[config.mk]
export PLATFORM = sky130hd
export DESIGN_NAME = telem_pkt_rcv
export DESIGN_NICKNAME = d
export VERILOG_FILES = /design/src/rtl/telem_pkg.sv /design/src/rtl/uart_rx_byte.sv /design/src/rtl/telem_pkt_rcv.sv
export SDC_FILE = /design/constraint.sdc
export NUM_CORES = 1
export LEC_CHECK = 0
export CAP_MARGIN = 30
export CORE_ASPECT_RATIO = 1.25
export CORE_MARGIN = 2
export CORE_UTILIZATION = 35
export DETAILED_ROUTE_END_ITERATION = 10
export PLACE_DENSITY = 0.6
export SYNTH_ARGS = -nofsm -noshare
export SYNTH_HDL_FRONTEND = slang
export SYNTH_HIERARCHICAL = 1
export SYNTH_SLANG_ARGS = --single-unit
[constraint.sdc]
create_clock -name clk -period 6.1 [get_ports clk]
set_clock_uncertainty 0.2 [all_clocks]
set_input_delay 0.915 -clock clk [delete_from_list [all_inputs] [get_ports clk]]
set_output_delay 0.915 -clock clk [all_outputs]
set_load 0.005 [all_outputs]
[src/rtl/telem_pkg.sv]
// Shared types and defaults for the telemetry packet receiver.
package telem_pkg;

  typedef enum logic [1:0] {SYNC1, SYNC2, HI, LO} telem_st_t;
  typedef enum logic [1:0] {RX_IDLE, RX_START, RX_DATA, RX_STOP} rx_st_t;

  localparam logic [7:0] DELIM1_DEF = 8'hAA;
  localparam logic [7:0] DELIM2_DEF = 8'h55;

  // Bits of the high byte above the channel MSB; empty when CH_W is 16.
  function automatic logic [7:0] pad_mask(input int ch_w);
    logic [7:0] m;
    m = 8'hFF;
    m = m << (ch_w - 8);
    return m;
  endfunction

endpackage

[src/rtl/uart_rx_byte.sv]
// 8N1 UART byte receiver: start-bit re-check at mid-bit, LSB first, stop-bit check.
module uart_rx_byte
  import telem_pkg::*;
#(
  parameter int BAUD_DIV = 2604
) (
  input  logic       clk,
  input  logic       rst_n,
  input  logic       RX,
  output logic [7:0] rx_data,
  output logic       rdy,
  output logic       stop_err
);

  localparam int CW = $clog2(BAUD_DIV);
  localparam logic [CW-1:0] HALF = CW'(BAUD_DIV / 2 - 1);
  localparam logic [CW-1:0] FULL = CW'(BAUD_DIV - 1);

  logic          rx_s1, rx_s2, rx_d;
  logic [1:0]    live;
  rx_st_t        st, st_nxt;
  logic [CW-1:0] cnt, cnt_nxt;
  logic [2:0]    bit_idx, bit_nxt;
  logic [7:0]    shreg, sh_nxt;

  // rx_d only reflects the real line once the synchroniser has flushed its
  // reset value, so a line held low across reset is not taken as a start edge.
  always_ff @(posedge clk) begin
    if (!rst_n) begin
      rx_s1   <= 1'b1;
      rx_s2   <= 1'b1;
      rx_d    <= 1'b0;
      live    <= 2'b00;
      st      <= RX_IDLE;
      cnt     <= '0;
      bit_idx <= '0;
      shreg   <= '0;
    end else begin
      rx_s1   <= RX;
      rx_s2   <= rx_s1;
      rx_d    <= rx_s2 & live[1];
      live    <= {live[0], 1'b1};
      st      <= st_nxt;
      cnt     <= cnt_nxt;
      bit_idx <= bit_nxt;
      shreg   <= sh_nxt;
    end
  end

  always_comb begin
    st_nxt   = st;
    cnt_nxt  = (cnt != '0) ? cnt - 1'b1 : cnt;
    bit_nxt  = bit_idx;
    sh_nxt   = shreg;
    rdy      = 1'b0;
    stop_err = 1'b0;
    case (st)
      RX_IDLE: if (rx_d && !rx_s2) begin
        st_nxt  = RX_START;
        cnt_nxt = HALF;
      end
      RX_START: if (cnt == '0) begin
        if (rx_s2) st_nxt = RX_IDLE;
        else begin
          st_nxt  = RX_DATA;
          cnt_nxt = FULL;
          bit_nxt = '0;
        end
      end
      RX_DATA: if (cnt == '0) begin
        sh_nxt  = {rx_s2, shreg[7:1]};
        cnt_nxt = FULL;
        bit_nxt = bit_idx + 3'd1;
        if (bit_idx == 3'd7) st_nxt = RX_STOP;
      end
      RX_STOP: if (cnt == '0) begin
        st_nxt   = RX_IDLE;
        rdy      = rx_s2;
        stop_err = ~rx_s2;
      end
      default: st_nxt = RX_IDLE;
    endcase
  end

  assign rx_data = shreg;

endmodule

[src/rtl/telem_pkt_rcv.sv]
// Telemetry packet receiver: delimiter sync, channel unpacking into a shadow
// register, atomic update of ch_data, and framing/pad/timeout error counting.
module telem_pkt_rcv
  import telem_pkg::*;
#(
  parameter int         BAUD_DIV = 2604,
  parameter int         NUM_CH   = 3,
  parameter int         CH_W     = 12,
  parameter logic [7:0] DELIM1   = DELIM1_DEF,
  parameter logic [7:0] DELIM2   = DELIM2_DEF,
  parameter int         TO_BITS  = 40
) (
  input  logic                   clk,
  input  logic                   rst_n,
  input  logic                   RX,
  output logic [NUM_CH*CH_W-1:0] ch_data,
  output logic                   vld,
  output logic                   frm_err,
  output logic [7:0]             err_cnt
);

  localparam int         TO_CYC = TO_BITS * BAUD_DIV;
  localparam int         TW     = $clog2(TO_CYC + 1);
  localparam int         CIW    = (NUM_CH > 1) ? $clog2(NUM_CH) : 1;
  localparam int         DW     = NUM_CH * CH_W;
  localparam logic [7:0] PAD    = pad_mask(CH_W);

  logic [7:0]    rx_data;
  logic          rdy, stop_err;
  telem_st_t     st, st_nxt;
  logic [CIW-1:0] ch, ch_nxt;
  logic [DW-1:0] shadow, shadow_nxt;
  logic [TW-1:0] tmr;
  logic          err, commit, timed, expire;

  uart_rx_byte #(.BAUD_DIV(BAUD_DIV)) u_rx (
    .clk      (clk),
    .rst_n    (rst_n),
    .RX       (RX),
    .rx_data  (rx_data),
    .rdy      (rdy),
    .stop_err (stop_err)
  );

  always_comb begin
    st_nxt     = st;
    ch_nxt     = ch;
    shadow_nxt = shadow;
    err        = 1'b0;
    commit     = 1'b0;
    timed      = (st != SYNC1);
    expire     = timed && (tmr == '0) && !rdy;
    if (stop_err || expire) err = 1'b1;
    else if (rdy) begin
      case (st)
        SYNC1: if (rx_data == DELIM1) st_nxt = SYNC2;
        SYNC2: begin
          if (rx_data == DELIM2) begin
            st_nxt = HI;
            ch_nxt = '0;
          end else if (rx_data != DELIM1) st_nxt = SYNC1;
        end
        HI: begin
          if ((rx_data & PAD) != 8'h00) err = 1'b1;
          else begin
            shadow_nxt[ch*CH_W+8 +: CH_W-8] = rx_data[CH_W-9:0];
            st_nxt = LO;
          end
        end
        LO: begin
          shadow_nxt[ch*CH_W +: 8] = rx_data;
          if (ch == CIW'(NUM_CH - 1)) begin
            commit = 1'b1;
            st_nxt = SYNC1;
          end else begin
            ch_nxt = ch + 1'b1;
            st_nxt = HI;
          end
        end
        default: st_nxt = SYNC1;
      endcase
    end
    if (err) begin
      st_nxt     = SYNC1;
      shadow_nxt = '0;
    end
  end

  always_ff @(posedge clk) begin
    if (!rst_n) begin
      st      <= SYNC1;
      ch      <= '0;
      shadow  <= '0;
      tmr     <= '0;
      ch_data <= '0;
      vld     <= 1'b0;
      frm_err <= 1'b0;
      err_cnt <= 8'h00;
    end else begin
      st      <= st_nxt;
      ch      <= ch_nxt;
      shadow  <= shadow_nxt;
      vld     <= commit;
      frm_err <= err;
      if (commit) ch_data <= shadow_nxt;
      // A byte arriving on the expiry cycle reloads the timer and wins.
      if (rdy) tmr <= TW'(TO_CYC - 1);
      else if (timed && tmr != '0) tmr <= tmr - 1'b1;
      if (err && err_cnt != 8'hFF) err_cnt <= err_cnt + 8'h01;
    end
  end

endmodule

# ---- Yosys cells after proc, flatten, opt, wreduce, memory -nomap -nowiden
# Index checks and enable logic that the tools add are counted.
dict set report op_classes {
  n_addsub 8
  n_mul 1
  reduce_logical 26
  n_lt_le_gt_ge 0
  bitwise 4
  shift 4
  div 0
  muxes 48
  n_eq_ne 23
}
# cell count
set op_table {}
lappend op_table {{$mux W36} 4}
lappend op_table {{$bwmux W36} 2}
lappend op_table {{$pmux W36 S2} 1}
lappend op_table {{$mux W12} 5}
lappend op_table {{$pmux W12 S3} 1}
lappend op_table {{$shift A4 B34 Y36 const A} 1}
lappend op_table {{$shift A8 B34 Y36 const A} 1}
lappend op_table {{$shiftx A4 B34 Y36} 1}
lappend op_table {{$shiftx A8 B34 Y36} 1}
lappend op_table {{$mux W17} 2}
lappend op_table {{$neg A6 Y34} 1}
lappend op_table {{$neg A7 Y34} 1}
lappend op_table {{$mux W2} 13}
lappend op_table {{$logic_not A17 Y1} 1}
lappend op_table {{$reduce_bool A17 Y1} 1}
lappend op_table {{$sub A17 B1 Y17 const B} 1}
lappend op_table {{$ne A8 B8 Y1 const B} 2}
lappend op_table {{$pmux W2 S4} 2}
lappend op_table {{$reduce_and A5 Y1} 3}
lappend op_table {{$mux W1} 13}
lappend op_table {{$logic_not A12 Y1} 1}
lappend op_table {{$reduce_bool A12 Y1} 1}
lappend op_table {{$sub A12 B1 Y12 const B} 1}
lappend op_table {{$eq A2 B2 Y1 const B} 5}
lappend op_table {{26 further kinds} 49}
dict set report totals {
  mem_bits_rw 0
  mem_bits_ro 0
  inputBits 3
  latch_bits 0
  mem_count 0
  output_inout_bits 46
  ff_bits 133
}

# ---- Logic depth before layout (Yosys ltp)
# Gate-level depths: netlist of the first run.
dict set report logic_depth {
  ltp_word 10
  ltp_mapped 12
  ltp_nobuf 11
}

# ---- Modules after synthesis
# The synthesis of the first run kept the hierarchy.
# mod cells_each area_each_um2 seq_area_each_um2 instances
set by_module_without_submodules {}
lappend by_module_without_submodules {telem_pkt_rcv 614 5039.8 2062.0 1}
lappend by_module_without_submodules {uart_rx_byte 162 1520.2 600.6 1}

# ---- Worst setup path before layout of the first run
# OpenSTA, ideal clock, no wires.
dict set report synth_timing {
  path_kind {register to register}
  startpoint {register ch[0]}
  endpoint {register ch_data[14]}
  required_ns 5.826
  n_path_buf 3
  path_slack_ns 2.898
  period_less_slack_ns 3.202
  stages_incl_launch_ff 11
  arrival_time_ns 2.928
  setup_time_ns 0.074
  cell_sequence {dfxtp_1 -> clkbuf_1 -> clkbuf_1 -> inv_1 -> ha_1 -> clkbuf_1 -> xor2_1 -> nor3b_1 -> a221oi_1 -> a211o_1 -> o21ai_0}
}
dict set report synth_between {
  elab_chain_len 10
  elab_cells_between_ends 20
}
# item line_no
set synth_rtl {}
lappend synth_rtl {{start, declared} telem_pkt_rcv.sv:31} ;# logic [CIW-1:0] ch, ch_nxt;
lappend synth_rtl {{start signal, assigned} telem_pkt_rcv.sv:101} ;# ch <= ch_nxt;
lappend synth_rtl {{$mul A2 B2 Y4} {telem_pkt_rcv.sv:66, telem_pkt_rcv.sv:71}}
lappend synth_rtl {{$add A6 B4 Y7} telem_pkt_rcv.sv:66} ;# shadow_nxt[ch*CH_W+8 +: CH_W-8] = rx_data[CH_W-9:0];
lappend synth_rtl {{$neg A7 Y34} telem_pkt_rcv.sv:66}
lappend synth_rtl {{$shiftx A4 B34 Y36 / $shift A4 B34 Y36 (equally long branches)} telem_pkt_rcv.sv:66}
lappend synth_rtl {{$bwmux W36} telem_pkt_rcv.sv:66}
lappend synth_rtl {{$mux W36} telem_pkt_rcv.sv:64} ;# if ((rx_data & PAD) != 8'h00) err = 1'b1;
lappend synth_rtl {{$pmux W36 S2} telem_pkt_rcv.sv:55} ;# case (st)
lappend synth_rtl {{$mux W36} telem_pkt_rcv.sv:54} ;# else if (rdy) begin
lappend synth_rtl {{$mux W36} telem_pkt_rcv.sv:53} ;# if (stop_err || expire) err = 1'b1;
lappend synth_rtl {{$mux W36} telem_pkt_rcv.sv:83} ;# if (err) begin
lappend synth_rtl {{end signal, assigned} telem_pkt_rcv.sv:105} ;# if (commit) ch_data <= shadow_nxt;
lappend synth_rtl {{end, declared} telem_pkt_rcv.sv:16} ;# output logic [NUM_CH*CH_W-1:0] ch_data,
# Parallel ways exist; a longest one is shown, timed or not.
# A chain may end at the register's enable or synchronous reset.

# ---- Final worst setup path of the first run
dict set report layout_timing {
  startpoint {register u_rx.cnt[0]}
  endpoint {register shadow[9]}
}
dict set report layout_between {
  elab_chain_len 8
  elab_cells_between_ends 13
}
# item line_no
set layout_rtl {}
lappend layout_rtl {{start, declared} uart_rx_byte.sv:22} ;# logic [CW-1:0] cnt, cnt_nxt;
lappend layout_rtl {{start signal, assigned} uart_rx_byte.sv:44} ;# cnt <= cnt_nxt;
lappend layout_rtl {{$logic_not A12 Y1 (*)} uart_rx_byte.sv:76} ;# RX_STOP: if (cnt == '0) begin
lappend layout_rtl {{$mux W1 (*)} uart_rx_byte.sv:76}
lappend layout_rtl {{$mux W1 (*)} uart_rx_byte.sv:57} ;# case (st)
lappend layout_rtl {{named net rdy} telem_pkt_rcv.sv:29} ;# logic rdy, stop_err;
lappend layout_rtl {{$logic_not A1 Y1} telem_pkt_rcv.sv:52} ;# expire = timed && (tmr == '0) && !rdy;
lappend layout_rtl {{$logic_and A1 B1 Y1} telem_pkt_rcv.sv:52}
lappend layout_rtl {{$logic_or A1 B1 Y1} telem_pkt_rcv.sv:53}
lappend layout_rtl {{$mux W36 / $mux W1 (equally long branches)} telem_pkt_rcv.sv:53}
lappend layout_rtl {{$mux W36 (*)} telem_pkt_rcv.sv:83}
lappend layout_rtl {{end signal, assigned} telem_pkt_rcv.sv:102} ;# shadow <= shadow_nxt;
lappend layout_rtl {{end, declared} telem_pkt_rcv.sv:32} ;# logic [DW-1:0] shadow, shadow_nxt;
# The timed path passes the listed nets; every way through them passes the cells marked *.

==> results of run 1 <==
[synth_stat cells, types with 16 or more instances]
cell / count / share of area (%)
dfxtp_1: 133 / 41
nor2_1: 78 / 4.5
nand2_1: 54 / 3.1
o21ai_0: 53 / 4.0
a21oi_1: 47 / 3.6
clkbuf_1: 41 / 2.3
nand3_1: 27 / 2.1
nor3_1: 26 / 2.0
inv_1: 22 / 1.3
a211oi_1: 19 / 2.2
nor2b_1: 17 / 1.6
mux2i_1: 16 / 2.4
[metrics by stage]
| stage | util [%] | std cells | hold slack (ps) | power, mW | area, µm² |
|---|---|---|---|---|---|
| global route | 41.98 | 1047 | 224.9 | 2.475 | 7795 |
| floorplan | - | 776 | 186.3 | 1.275 | 6560 |
| global placement | 38.66 | 1015 | 192.9 | 1.323 | 7178 |
| detailed placement | 38.66 | 1015 | 190.9 | 1.323 | 7178 |
| finish | 41.98 | 1047 | 205.0 | 2.374 | 7795 |
| CTS | 41.98 | 1047 | 205.0 | 2.398 | 7795 |
[cells by family (layout without fill, tap and decap cells)]
kind of cell | count (synthesis) | count (layout)
AOI/OAI and AO/OA | 222 | 222
xor gates and xnor gates | 13 | 13
adders and majority gates | 15 | 15
buffers and inverters | 73 | 112
DFF | 133 | 133
muxes | 17 | 17
and+or+nand+nor | 303 | 303
[flip-flops by register name, indices dropped and copies added, names as in the netlist, named ones only]
name and cells:
st 2, ch 2, frm_err 1, u_rx/rx_data 8, ch_data 36, u_rx/rx_s1 1, u_rx/rx_d 1, u_rx/live 2
err_cnt 8, u_rx/st 1, u_rx/bit_idx 3, u_rx/rx_s2 1, shadow 36, vld 1, u_rx/cnt 12, tmr 17
[final timing paths]
path           endpoint  slack [ps]
max           shadow[9]        1830
min          u_rx/rx_s2         210
max reg2reg   shadow[9]        1830
min reg2reg  u_rx/rx_s2         210
[layout make-up]
type / instances / area [µm²]
clock buffers: 19 / 442.9
clock inverters: 13 / 173.9
multi-input cells: 570 / 3596
well taps: 232 / 290.3
repair buffers: 57 / 543.0
flip-flops and latches: 133 / 2663
fillers: 1849 / 10770
inverters: 23 / 86.33
[routing by layer]
metal,global-route usage [%],part of all wire [%],up-vias
met3,4.011,4.0,53
met2,30.38,50,153
li1,-,-,2907
met4,11.04,4.2,0
met1,20.65,42,2801
met5,0,0,-
[where the power goes]
group | internal, mW | switching [mW]
combinational | 0.159 | 0.186
sequential | 0.907 | 0.0544
clock | 0.659 | 0.409
==> metrics.csv, run 1 <==
stage;metric;value;unit
setup_path;endpoint_kind;flip-flop;
setup_path;path_common_cell;buf_4;
global_routing;grt_pass1_vias;5667;
placement;port_buffers;48;
sta;relSlewSlack;45.13;%
placement;dp_hpwl;12380;µm
global_routing;track_usage;17.98;%
clock_tree;cts_max_path_buffers;2;
hold_path;hp-class;flip-flop to flip-flop;
synthesis;synth-simple-area-share;24.66;%
sta;clock.fmax;234.2;MHz
floorplan;die_h;157.1;µm
sta;rsz0062_at_grt;no;
synthesis;synth_compound_area_share;22.91;%
outcome;outcome;finished, final reports clean;
sta;tns;0;ps
finish;diodes;0;
finish;nNetsFinal;820;
drt;vias;5914;
clock_tree;insertion_delay;430;ps
synthesis;yosysSeqAreaShare;40.59;%
setup_path;crit_fanout;34;
setup_path;slowest_delay;560;ps
sta;period_needed;4270;ps
sta;finalHoldViolCount;0;
synthesis;syn_nets;794;
drt;wl_per_cell;17.03;µm
clock_tree;cts_tree;built;
sta;fin_crit_sh;70.01;%
floorplan;die_w;126.5;µm
clock_tree;holdBufCountCts;0;
synthesis;synth-xor-area-share;1.736;%
global_routing;grt_max_degree;58;
setup_path;r2r-start;u_rx/cnt[0];
global_routing;antenna_found_initial;0;
sta;drv_slew;0;
finish;most-common-layout-cells;133 x dfxtp_1, 77 x nor2_1, 54 x nand2_1, 53 x o21ai_0;
sta;tightest_slew;822.1;ps
drt;first_pass_iters;5;
synthesis;ys_types;68;
synthesis;synth_area_per_cell;8.454;µm²
floorplan;core;0.01857;mm²
clock_tree;cts_setup_buffers;0;
setup_path;reg2reg_depth;13;
clock_tree;postCtsResizedCells;0;
global_routing;grt_pass1_wl;28660;µm
setup_path;cp.depth;13;
global_routing;grt_overflow;0;
floorplan;ios;49;
synthesis;synth_mux_area_share;2.613;%
drt;finalWirelength;17830;µm
setup_path;path_class;flip-flop to flip-flop;
clock_tree;clk_pin_slew;60;ps
floorplan;core.rowCount;56;
synthesis;async_flop_share;0;%
setup_path;cp.arrival;4370;ps
clock_tree;clk_root_buffer_cell;clkbuf_16;
synthesis;synth_area;0.006560;mm²
synthesis;synth_seq_cells;133;
synthesis;synth_ff_type;dfxtp_1;
synthesis;synth_top_family_by_area;simple AND/OR/NAND/NOR gates;
drt;ant_nets;0;
finish;drive_gt1_share;8.221;%
drt;drc_errors;0;
setup_path;cp.required;6200;ps
synthesis;synthAdderAreaFrac;2.861;%
sta;setup-violations-final;0;
setup_path;crit_path_start;u_rx/cnt[0];
setup_path;crit_slowest_cell;nand2_1;
hold_path;holdPathStages;1;
flow_run;maxCapViolations;0;
power;ir_drop;0.2053;mV
setup_path;critical-path-top-delay-family;simple AND/OR/NAND/NOR gates;
setup_path;worstPathCellList;inv_1 > ha_1 > or4b_4 > nor3_4 > nand3_1 > nor2_2 > buf_4 > and3b_1 > a21oi_1 > o31a_1 > nand2_1 > buf_4 > a211oi_1;
finish;layout_commonest_cell;dfxtp_1;
floorplan;initial_core_util;35.33;%
synthesis;yosysWarnings;6;
clock_tree;cts_num_sinks;133;
placement;dpl_worst_slack;1861;ps
floorplan;die-area;0.01986;mm²
drt;drt_iter0_drc;453;
finish;areaGrowthSynthToFinish;18.83;%
setup_path;critPathLaunchType;flip-flop;
clock_tree;cts_htree_levels;4;
drt;viasPerCell;5.649;
synthesis;syn_inst;776;
power;power_leakage;2.806;nW
sta;setup_ws;1830;ps
power;p_per_area;304.6;mW/mm²
setup_path;critical_path_buf_inv_count;3;
clock_tree;numCtsBuffers;17;
hold_path;holdCritStartpoint;u_rx/rx_s1;
placement;gp_congestion;0.9198;
synthesis;synth_edf_count;0;
Power figures use the tool's default switching activity.
==> inputs of run 2 (changes only) <==
- PLACE_DENSITY: 0.6 -> 0.62
- clock period: 6.1 -> 3.7 ns (I/O delays scaled with it)
==> run 2 against run 1 <==
  * Register-to-register slack lost 1500 ps
  * Sequential cell count is the same
  * Sequential power grew 65%
  * Critical path type unchanged
  * Critical endpoint is now ch_data[17]
  * Largest cell class unchanged
==> metrics.csv, run 2 (synthesized netlist as in run 1, its figures left out) <==
stage;metric;value;unit;change
setup_path;crit_slowest_cell;or4b_4;;
sta;finalHoldViolCount;0;;unchanged
sta;tightest_slew;902.8;ps;+80.75 ps
clock_tree;cts_num_sinks;133;;unchanged
global_routing;grt_overflow;0;;unchanged
hold_path;hp-class;flip-flop to flip-flop;;
floorplan;initial_core_util;35.33;%;unchanged
setup_path;endpoint_kind;flip-flop;;
setup_path;critical-path-top-delay-family;simple AND/OR/NAND/NOR gates;;
setup_path;crit_fanout;15;;-56%
outcome;outcome;finished, final reports clean;;
finish;nFillCells;1805;;-2.4%
drt;viasPerCell;5.611;;-0.67%
drt;first_pass_iters;5;;unchanged
floorplan;core.rowCount;56;;unchanged
setup_path;critical_path_buf_inv_count;2;;-1
clock_tree;cts_setup_buffers;0;;unchanged
sta;fin_crit_sh;91.39;%;+21 points
global_routing;grt_pass1_wl;29370;µm;+2.5%
global_routing;met3_usage;3.399;%;-0.61 points
finish;most-common-layout-cells;133 x dfxtp_1, 77 x nor2_1, 54 x nand2_1, 53 x o21ai_0;;
finish;nNetsFinal;831;;+1.3%
setup_path;reg2reg_slack;320;ps;-1510 ps
global_routing;top_usage_layer;met2;;
placement;port_buffers;48;;unchanged
finish;top_regs;ch_data (36), shadow (36), tmr (17);;
floorplan;die_w;126.5;µm;unchanged
sta;relSlewSlack;39.05;%;-6.1 points
floorplan;die-area;0.01986;mm²;unchanged
placement;gp_congestion;0.9252;;+0.59%
global_routing;track_usage;18.44;%;+0.46 points
setup_path;critPathLaunchType;flip-flop;;
global_routing;grt_pass1_vias;5796;;+2.3%
flow_run;maxCapViolations;0;;unchanged
clock_tree;clk_pin_slew;60;ps;about the same
drt;vias;5936;;+0.37%
sta;setup-violations-final;0;;unchanged
finish;diodes;0;;unchanged
sta;setup_ws;318.7;ps;-1511 ps
global_routing;grt_max_degree;44;;-24%
power;power_leakage;2.879;nW;+2.6%
clock_tree;insertion_delay;420;ps;about the same
setup_path;path_class;flip-flop to flip-flop;;
finish;seqCellArea;0.002663;mm²;unchanged
setup_path;worstPathCellList;inv_1 > ha_1 > or4b_4 > nor3_4 > nand3_1 > nor2_4 > buf_4 > and3b_1 > o21ai_0 > o21a_1 > a41oi_1 > a21oi_1;;
finish;drive_gt1_share;9.685;%;+1.5 points
sta;period_needed;3381;ps;-889.0 ps
clock_tree;cts_max_path_buffers;2;;unchanged
sta;rsz0062_at_grt;no;;
finish;multi_input_area;0.003602;mm²;+0.17%
floorplan;ios;49;;unchanged
global_routing;antenna_found_initial;0;;unchanged
power;ir_drop;0.3209;mV;+56%
drt;drc_errors;0;;unchanged
clock_tree;cts_htree_levels;4;;unchanged
floorplan;core;0.01857;mm²;unchanged
setup_path;cp.arrival;3490;ps;-880 ps
sta;hold_slack;209.1;ps;+4.008 ps
floorplan;die_h;157.1;µm;unchanged
placement;dpl_worst_slack;245.5;ps;-1615 ps
finish;layout_commonest_cell;dfxtp_1;;
global_routing;grt_use_met2;32.14;%;+1.8 points
placement;dp_hpwl;12650;µm;+2.2%
setup_path;slowest_delay;510;ps;-50 ps
setup_path;cp.required;3810;ps;-2390 ps
power;p_per_area;500.9;mW/mm²;+64%
placement;dpl_cell_area;0.007273;mm²;+1.3%
sta;clock.fmax;295.7;MHz;+26%
clock_tree;cts_tree;built;;
finish;areaGrowthSynthToFinish;20.69;%;
sta;drv_slew;0;;unchanged
drt;ant_nets;0;;unchanged
clock_tree;clk_root_buffer_cell;clkbuf_16;;
drt;drt_iter0_drc;500;;+10%
drt;wl_per_cell;16.98;µm;-0.29%
sta;tns;0;ps;unchanged
clock_tree;numCtsBuffers;17;;unchanged
drt;finalWirelength;17970;µm;+0.76%
global_routing;grtUsageMet1;21.67;%;+1.0 points
finish;stdcell_area;0.007918;mm²;+1.6%
==> run 2: through the flow <==
stage,util (%),cells,power [mW]
after floorplan,-,776,2.103
after global placement,39.17,1026,2.195
after detailed placement,39.17,1026,2.206
after CTS,42.61,1058,4.011
after global routing,42.64,1058,4.155
final,42.64,1058,3.966
==> run 2: layer usage <==
metal | up-vias | wire [µm]
li1 | 2927 | -
met1 | 2816 | 7741
met2 | 155 | 8943
met3 | 38 | 699
met4 | 0 | 585
met5 | - | 0
==> run 2: final cells by class <==
class	count	share of cell area (%)
Multi-Input combinational cell	570	45.50
Sequential cell	133	33.63
Timing Repair Buffer	68	8.059
Clock buffer	22	6.242
Tap cell	232	3.666
Clock inverter	10	1.817
Inverter	23	1.090
==> run 2: final timing paths <==
check / from / to / cells after the start
max reg2reg: u_rx/cnt[0] / ch_data[17] / 12
min reg2reg: u_rx/rx_s1 / u_rx/rx_s2 / 1
max: u_rx/cnt[0] / ch_data[17] / 12
min: u_rx/rx_s1 / u_rx/rx_s2 / 1
==> run 2: timing repair <==
action | CTS | global route
hold buffers | 0 | 0
gates resized for setup | 0 | 2
setup endpoints to repair | 0 | 2
==> run 2: report_power, final <==
part / internal [mW] / switching [mW] / leakage [nW]
clock network: 1.15 / 0.643 / 0.305
logic: 0.273 / 0.308 / 1.50
registers: 1.50 / 0.0937 / 1.07
total: 2.92 / 1.04 / 2.88
==> inputs of run 3 (changes only) <==
- CAP_MARGIN: 30 -> not set
==> results of run 3 <==
No change in the layout: final DEF, timing and power equal those of run 2.
